`config.mk`:
```
export PLATFORM = sky130hd
export DESIGN_NAME = pipe_ctrl
export DESIGN_NICKNAME = d
export VERILOG_FILES = /design/src/rtl/pipe_ctrl_pkg.sv /design/src/rtl/pipe_ctrl_stall_mask.sv /design/src/rtl/pipe_ctrl.sv
export SDC_FILE = /design/constraint.sdc
export NUM_CORES = 1
export LEC_CHECK = 0
export ABC_AREA = 1
export BUFFER_PORTS_ARGS = -buffer_cell sky130_fd_sc_hd__clkbuf_2
export CAP_MARGIN = 40
export CORE_UTILIZATION = 42
export DETAILED_ROUTE_END_ITERATION = 12
export PLACE_DENSITY = 0.76
export SYNTH_ARGS = -nofsm -noshare
export SYNTH_HDL_FRONTEND = slang
export SYNTH_SLANG_ARGS = --single-unit
```
`constraint.sdc`:
```
create_clock -name clk -period 1.2 [get_ports clk]
set_input_delay 0.06 -clock clk [delete_from_list [all_inputs] [get_ports clk]]
set_output_delay 0.06 -clock clk [all_outputs]
set_load 0.1 [all_outputs]
```
`src/rtl/pipe_ctrl_pkg.sv`:
```
// Shared definitions for the pipeline control unit: MIPS exception codes,
// the controller FSM states and the redirect-PC decode.
package pipe_ctrl_pkg;

  localparam logic [31:0] EXC_INT     = 32'h0000_0001;
  localparam logic [31:0] EXC_SYSCALL = 32'h0000_0008;
  localparam logic [31:0] EXC_RI      = 32'h0000_000a;
  localparam logic [31:0] EXC_OV      = 32'h0000_000c;
  localparam logic [31:0] EXC_TRAP    = 32'h0000_000d;
  localparam logic [31:0] EXC_ERET    = 32'h0000_000e;

  typedef enum logic {
    RUN,
    FLUSH
  } state_t;

  // Interrupts and eret have dedicated targets; every other nonzero code
  // goes to the common exception vector.
  function automatic logic [31:0] decode_pc(input logic [31:0] code,
                                            input logic [31:0] epc,
                                            input logic [31:0] vec_int,
                                            input logic [31:0] vec_exc);
    case (code)
      EXC_INT:                                  decode_pc = vec_int;
      EXC_ERET:                                 decode_pc = epc;
      EXC_SYSCALL, EXC_RI, EXC_OV, EXC_TRAP:    decode_pc = vec_exc;
      default:                                  decode_pc = vec_exc;
    endcase
  endfunction

endpackage

```
`src/rtl/pipe_ctrl_stall_mask.sv`:
```
// Priority-to-thermometer encoder: a request at index k holds every
// position at or below k.
module stall_mask #(
  parameter int STAGES = 6
) (
  input  logic [STAGES-1:0] req,
  output logic [STAGES-1:0] mask
);

  logic acc;

  // NOTE: every variable assigned in always_comb gets a default first, so no
  // path leaves it holding its old value and no latch is inferred.
  always_comb begin
    acc  = 1'b0;
    mask = '0;
    for (int i = STAGES - 1; i >= 0; i--) begin
      acc     = acc | req[i];
      mask[i] = acc;
    end
  end

endmodule

```
`src/rtl/pipe_ctrl.sv`:
```
// Pipeline stall/flush controller: thermometer stall decode, exception flush
// bursts with a held redirect PC, and a stall watchdog.
module pipe_ctrl
  import pipe_ctrl_pkg::*;
#(
  parameter int          STAGES       = 6,
  parameter logic [31:0] VEC_INT      = 32'h0000_0020,
  parameter logic [31:0] VEC_EXC      = 32'h0000_0040,
  parameter int          FLUSH_CYCLES = 1,
  parameter int          WDOG_MAX     = 255
) (
  input  logic              clk,
  input  logic              rst,
  input  logic [STAGES-1:0] stallreq_i,
  input  logic [31:0]       excepttype_i,
  input  logic [31:0]       cp0_epc_i,
  output logic [STAGES-1:0] stall_o,
  output logic              flush_o,
  output logic [31:0]       new_pc_o,
  output logic              flush_busy_o,
  output logic              wdog_timeout_o
);

  localparam int CW = (FLUSH_CYCLES > 1) ? $clog2(FLUSH_CYCLES) : 1;
  localparam int WW = $clog2(WDOG_MAX + 1);
  localparam logic [CW-1:0] CNT_LOAD = CW'(FLUSH_CYCLES - 1);
  localparam logic [WW-1:0] WCNT_MAX  = WW'(WDOG_MAX);
  localparam logic [WW-1:0] WCNT_LAST = WW'(WDOG_MAX - 1);

  state_t            state;
  logic [CW-1:0]     cnt;
  logic [31:0]       pc_q;
  logic [WW-1:0]     wcnt;
  logic              wdog_q;
  logic [STAGES-1:0] mask;
  logic              exc_take;
  logic [31:0]       dec_pc;

  stall_mask #(.STAGES(STAGES)) u_stall_mask (
    .req  (stallreq_i),
    .mask (mask)
  );

  assign exc_take = (state == RUN) && (excepttype_i != 32'h0);
  assign dec_pc   = decode_pc(excepttype_i, cp0_epc_i, VEC_INT, VEC_EXC);

  // Outputs are combinational so the first flush cycle and stalls act with
  // zero latency; everything is forced low while reset is held.
  always_comb begin
    stall_o        = '0;
    flush_o        = 1'b0;
    new_pc_o       = 32'h0;
    flush_busy_o   = 1'b0;
    wdog_timeout_o = wdog_q & ~rst;
    if (!rst) begin
      if (state == FLUSH) begin
        flush_o      = 1'b1;
        new_pc_o     = pc_q;
        flush_busy_o = 1'b1;
      end else if (exc_take) begin
        flush_o  = 1'b1;
        new_pc_o = dec_pc;
      end else begin
        stall_o = mask;
      end
    end
  end

  // NOTE: sequential state uses non-blocking assignments so every register
  // samples pre-edge values regardless of statement order.
  always_ff @(posedge clk) begin
    if (rst) begin
      state  <= RUN;
      cnt    <= '0;
      pc_q   <= 32'h0;
      wcnt   <= '0;
      wdog_q <= 1'b0;
    end else begin
      wdog_q <= 1'b0;
      if (stall_o != '0) begin
        if (wcnt == WCNT_LAST) begin
          wcnt   <= WCNT_MAX;
          wdog_q <= 1'b1;
        end else if (wcnt != WCNT_MAX) begin
          wcnt <= wcnt + 1'b1;
        end
      end else begin
        wcnt <= '0;
      end

      case (state)
        RUN: begin
          if (exc_take) begin
            pc_q <= dec_pc;
            cnt  <= CNT_LOAD;
            if (FLUSH_CYCLES > 1) state <= FLUSH;
          end
        end
        FLUSH: begin
          // Leaving when the counter steps to zero makes the burst exactly
          // FLUSH_CYCLES long including the entry cycle.
          cnt <= cnt - 1'b1;
          if (cnt == CW'(1)) state <= RUN;
        end
        default: state <= RUN;
      endcase
    end
  end

endmodule

```
## Word level (Yosys, flattened, before mapping)

Cells that the tools add are included.

- Bits in registers: 43
- Latch bits: 0
- Memory bits (writable): 0
- ROM bits: 0
- Bits of input ports: 72
- Output and inout port bits: 41
- Logic and storage cells: 46
- Memories kept: 0

- Add/subtract/negate cells: 2
- $mul: 0
- Div/mod/pow operators: 0
- Order comparisons: 0
- Equal/unequal tests: 5
- Shifts and indexed selects: 0
- Mux-type cells: 18
- Bitwise logic cells: 9
- Reductions and logical operators: 7

Operators with widths:

| cell | number |
|---|---|
| $mux 32 | 3 |
| $pmux 32 s2 | 1 |
| $eq 32x1->1 const B | 1 |
| $eq 32x4->1 const B | 1 |
| $reduce_bool 32->1 | 1 |
| $mux 6 | 3 |
| $mux 8 | 2 |
| $add 8x1->8 const B | 1 |
| $eq 8x8->1 const B | 1 |
| $mux 1 | 8 |
| $ne 8x8->1 const B | 1 |
| $reduce_bool 6->1 | 1 |
| $or 1x1->1 | 5 |
| $reduce_or 2->1 | 2 |
| $not 1->1 | 3 |
| $ne 2x2->1 const B | 1 |
| $pmux 1 s2 | 1 |
| $reduce_and 2->1 | 1 |
| $reduce_bool 2->1 | 1 |
| $and 1x1->1 | 1 |
| $logic_and 1x1->1 | 1 |
| $sub 1x1->1 const B | 1 |

## Depth between registers and ports, before layout

- Depth after elaboration: 11
- Depth in mapped cells: 10
- Depth with buffers taken out: 9

## Hierarchy

Synthesis repeated with hierarchy kept, for this count alone.

- Cell total of the unflattened synthesis: 324
- Area total of the unflattened synthesis: 2573.7 um^2

Modules (own cells, without submodules):

| module | instances | cells an instance | area an instance (um^2) | sequential area each (um^2) |
|---|---|---|---|---|
| pipe_ctrl | 1 | 312 | 2509.9 | 860.8 |
| stall_mask | 1 | 12 | 63.8 | 0.0 |

## Worst setup path before layout

OpenSTA, ideal clock, no wires.

- Path kind: in2out
- Start: input excepttype_i[31]
- End: output stall_o[4]
- Arrival time: 2.867 ns
- Data required time: 1.140 ns
- Setup slack: -1.727 ns
- Stages on the path: 7
- Buffers on the path: 0
- Cells stage by stage: nor2_1 -> nand2_1 -> nor2_1 -> nand2_2 -> nor2_4 -> nand2_1 -> a211oi_1

- Longest elaborated chain between the ends: 5

Ends and longest elaborated chain:

| what | line | source |
|---|---|---|
| start, declared | pipe_ctrl.sv:15 | `input logic [31:0] excepttype_i,` |
| $reduce_bool 32->1 | pipe_ctrl.sv:44 | `assign exc_take = (state == RUN) && (excepttype_i != 32'h0);` |
| $logic_and 1x1->1 | pipe_ctrl.sv:44 |  |
| $mux 6 | pipe_ctrl.sv:60 | `end else if (exc_take) begin` |
| $mux 6 | pipe_ctrl.sv:56 | `if (state == FLUSH) begin` |
| $mux 6 | pipe_ctrl.sv:55 | `if (!rst) begin` |
| end, declared | pipe_ctrl.sv:17 | `output logic [STAGES-1:0] stall_o,` |

Every way passes these cells.

## Worst setup path in the final report

- Start: register state
- End: output new_pc_o[27]

- Longest elaborated chain between the ends: 5

Ends and longest elaborated chain:

| what | line | source |
|---|---|---|
| start, declared | pipe_ctrl.sv:30 | `state_t state;` |
| start signal, assigned | pipe_ctrl.sv:73 | `state <= RUN;` |
| start signal, assigned | pipe_ctrl.sv:96 | `if (FLUSH_CYCLES > 1) state <= FLUSH;` |
| start signal, assigned | pipe_ctrl.sv:103 | `if (cnt == CW'(1)) state <= RUN;` |
| $not 1->1 | -- |  |
| $logic_and 1x1->1 | pipe_ctrl.sv:44 |  |
| $mux 32 | pipe_ctrl.sv:60 |  |
| $mux 32 * | pipe_ctrl.sv:56 |  |
| $mux 32 * | pipe_ctrl.sv:55 |  |
| end, declared | pipe_ctrl.sv:19 | `output logic [31:0] new_pc_o,` |

Mark *: on every way between the ends. The rest lies on a longest branch, timed or not.

==> flow_metrics.tcl <==
set metrics [dict create \
    die_w_um 78.4 \
    portBuffers 112 \
    grt_pass1_vias 3576 \
    async_flop_share_pct 0 \
    synth-main-ff-cell "dfxtp_1" \
    min_period_over_period_pct 146 \
    intPower_w 0.00221 \
    worst_hold_path.num_cells 5 \
    power_switching_w 0.000741 \
    synthMuxAreaShare_pct 0 \
    path_class "flop to primary output" \
    antenna_found_initial 0 \
    syn_area_per_cell_um2 5.72 \
    worst_path_max_delay_cell "dfxtp_2" \
    antenna_cells_inserted 0 \
    grt_setup_unrepaired "true" \
    syn_nets 502 \
    min_period_ps 1750 \
    r2r_setup_slack_ps -100 \
    die_area_um2 6140 \
    rows 27 \
    drtIter0Drc 327 \
    setup_ws_ps -551 \
    grt_pass1_wl_um 16300 \
    crit_fanout 6 \
    synth_commonest_cells "196 x nand2_1, 69 x nor2_1, 64 x inv_1, 43 x dfxtp_1, 10 x nand3_1" \
    finalNetCount 657 \
    htreeDepth 2 \
    die_h_um 78.4 \
    cts_buffers 5 \
    seq_area_frac_synth_pct 35.2 \
    hold_ws_ps 115 \
    maxCapViolations 0 \
    synth_top_family_by_area "simple AND/OR/NAND/NOR gates" \
    gp_congestion 0.868 \
    violations "negative setup slack" \
    arrival_ps 1690 \
    cts_tree "built" \
    critPathBufInv 5 \
    synth_top_area_cell "dfxtp_1" \
    synth_edf_count 0 \
    routed_wl_um 12400 \
    synth_top_area_share_pct 35.2 \
    p_clk_share_pct 38.9 \
    seqPwrFrac_pct 48.2 \
    grtUsageMet3_pct 5.35 \
    worst-path-stages 8 \
    grt_start_max_net_pins 20 \
    endpoint_kind "primary output" \
    grt.busiest_layer "met2" \
    clockBufferDepth 2 \
    p_leak_nw 2.69 \
    crit_end "new_pc_o[27]" \
    area_delta_synth_final_pct 113 \
    synth_area_um2 2450 \
    start_util_pct 43.9 \
    fillers 182 \
    core-area_um2 5570 \
    synth_compound_area_share_pct 3.37 \
    hold_class "input port to flop" \
    place_hpwl_um 6060 \
    worstReg2RegEnd "wcnt[6]" \
    drive_above_1_share_pct 53.9 \
    peakVddDrop_mv 0.644 \
    clk_latency_ps 300 \
    overflow 0 \
    worstRegToRegCells 7 \
    max_slew_margin_pct 78.1 \
    post-place-ws_ps -393 \
    status "complete, but fails checks" \
    hold_viol 0 \
    use_met1_pct 35.9 \
    clkSinkCount 43 \
    via_count 3622 \
    antenna_left 0 \
    tightest_slew_ps 325 \
    setup_viol 82 \
    clk_pin_slew_worst_paths_ps 90 \
    max_freq_ghz 0.571 \
    cts-root-buf "clkbuf_8" \
    synth_xor_area_share_pct 0 \
    p_sw_share_pct 25.1 \
    clock_skew_ps 4.58 \
    yosysWarnings 0 \
    drc 0 \
    reg2reg_from "wcnt[1]" \
    power_w 0.00295 \
    cp_top_family "buffers and inverters" \
    post_drt_wl_per_cell_um 18.9 \
    firstDrtPassIters 5 \
    ioPinCount 113 \
    ys_ff_latch 43 \
    synth.most_common_cell "nand2_1" \
    crit_start "state" \
    hold_buffers 0 \
    synth_cells 428 \
    crit_path_cell_trace "buf_4, inv_4, nor2_4, buf_12, buf_16, nand2_2, nand2_8, buf_12" \
    synth_cell_type_count 23 \
    yosys.area_share.simple_pct 47.3 \
    crit_path_frequent_cell "buf_12" \
    synth.area.top_cells "dfxtp_1 35%, nand2_1 30%, nor2_1 11%" \
    gr-usage-all-layers_pct 34.1 \
    slew_viol_final 0 \
    avgViaCountPerCell 5.53 \
    met2_usage_pct 63.7 \
    start_kind "flop" \
    comb_power_share_pct 13.0 \
    p_per_area_nw_per_um2 566 \
    synthAdderAreaFrac_pct 1.02 \
    finish.utilization_pct 93.5 \
    max_stage_delay_ps 350 \
    worst_ep_required_time_ps 1140 \
]
-- per-stage QoR --
stage                     setup TNS, ps  cell area [um^2]  std cells
final                            -21680              5210        655
after global routing             -25680              5210        655
after CTS                        -15510              4980        647
after detailed placement         -20270              4620        632
after global placement           -17370              4620        632
after floorplan                   -1840              3140        428
-- registers in the layout, summed over array words and instances, names as in the netlist --
register / cells
cnt: 1
wcnt: 8
state: 1
pc_q: 32
wdog_q: 1
-- tightest hold or removal path: cells and delay by family --
family	cells	cell delay (ps)
buffers and inverters	2	120
AND/OR/NAND/NOR	3	190
-- metal layers --
layer	vias to the layer above	wire length (um)
met1	1699	4190
met3	81	1030
li1	1569	-
met2	273	6360
met5	-	0
met4	0	829
-- power by group through the flow --
| stage | combinational (W) | sequential (W) | clock [W] |
|---|---|---|---|
| after detailed placement | 0.000330 | 0.00146 | 0 |
| after global placement | 0.000319 | 0.00146 | 0 |
| after global routing | 0.000404 | 0.00142 | 0.00119 |
| after floorplan | 0.000134 | 0.00146 | 0 |
| final | 0.000383 | 0.00142 | 0.00115 |
| after CTS | 0.000348 | 0.00143 | 0.00110 |
-- how the worst min path moves through the flow --
| stage | startpoint | to | slack [ps] |
|---|---|---|---|
| 5_1_grt | cp0_epc_i[28] | pc_q[28] | 140 |
| 2_1_floorplan | cp0_epc_i[25] | pc_q[25] | 340 |
| 3_3_place_gp | cnt | state | 410 |
| 4_1_cts | cp0_epc_i[30] | pc_q[30] | 120 |
| 6_report | cp0_epc_i[28] | pc_q[28] | 120 |
| 3_5_place_dp | cnt | state | 420 |
-- cell type report --
class	count	area [um^2]	share of cell area, %
repair buffers	161	1720	32.9
clock inverters	1	30.0	0.576
inverters	64	246	4.73
well taps	72	90.1	1.73
flip-flops and latches	43	878	16.8
clock buffers	6	72.6	1.39
multi-input cells	308	2180	41.8
-- cell families (layout without fill, tap and decap cells) --
group,after synthesis,count (layout)
AO/OA/AOI/OAI,16,16
adder cells (fa/ha/maj),2,2
AND/OR/NAND/NOR,290,290
flip-flops,43,43
buffers and inverters,77,232
-- layout by cell type (no fill, tap or decap), types with 2 or more instances in the layout --
cell	Yosys	layout
nand4_1	2	2
nand2_4	0	22
dfxtp_2	0	5
clkbuf_8	0	5
a21oi_1	8	5
nand2_2	1	43
inv_2	0	5
buf_16	0	2
nand2_1	196	105
dfxtp_1	43	35
nor2_1	69	49
dfxtp_4	0	3
inv_1	64	57
nor2_2	2	13
nand3_4	0	2
nand2_8	0	27
o21ai_0	7	4
buf_4	0	33
buf_12	0	48
nor2_4	2	11
nand3_1	10	7
o21ai_1	0	2
clkbuf_2	0	71
nor3_4	0	2
a21oi_2	0	3
buf_6	3	5
-- repair_timing --
item | in CTS | in global routing
endpoints found under the setup margin | 79 | 82
setup buffers | 6 | 7
pin swaps | 9 | 8
cloned | 2 | 1
gates resized for setup | 42 | 49
Power figures use the tool's default switching activity.
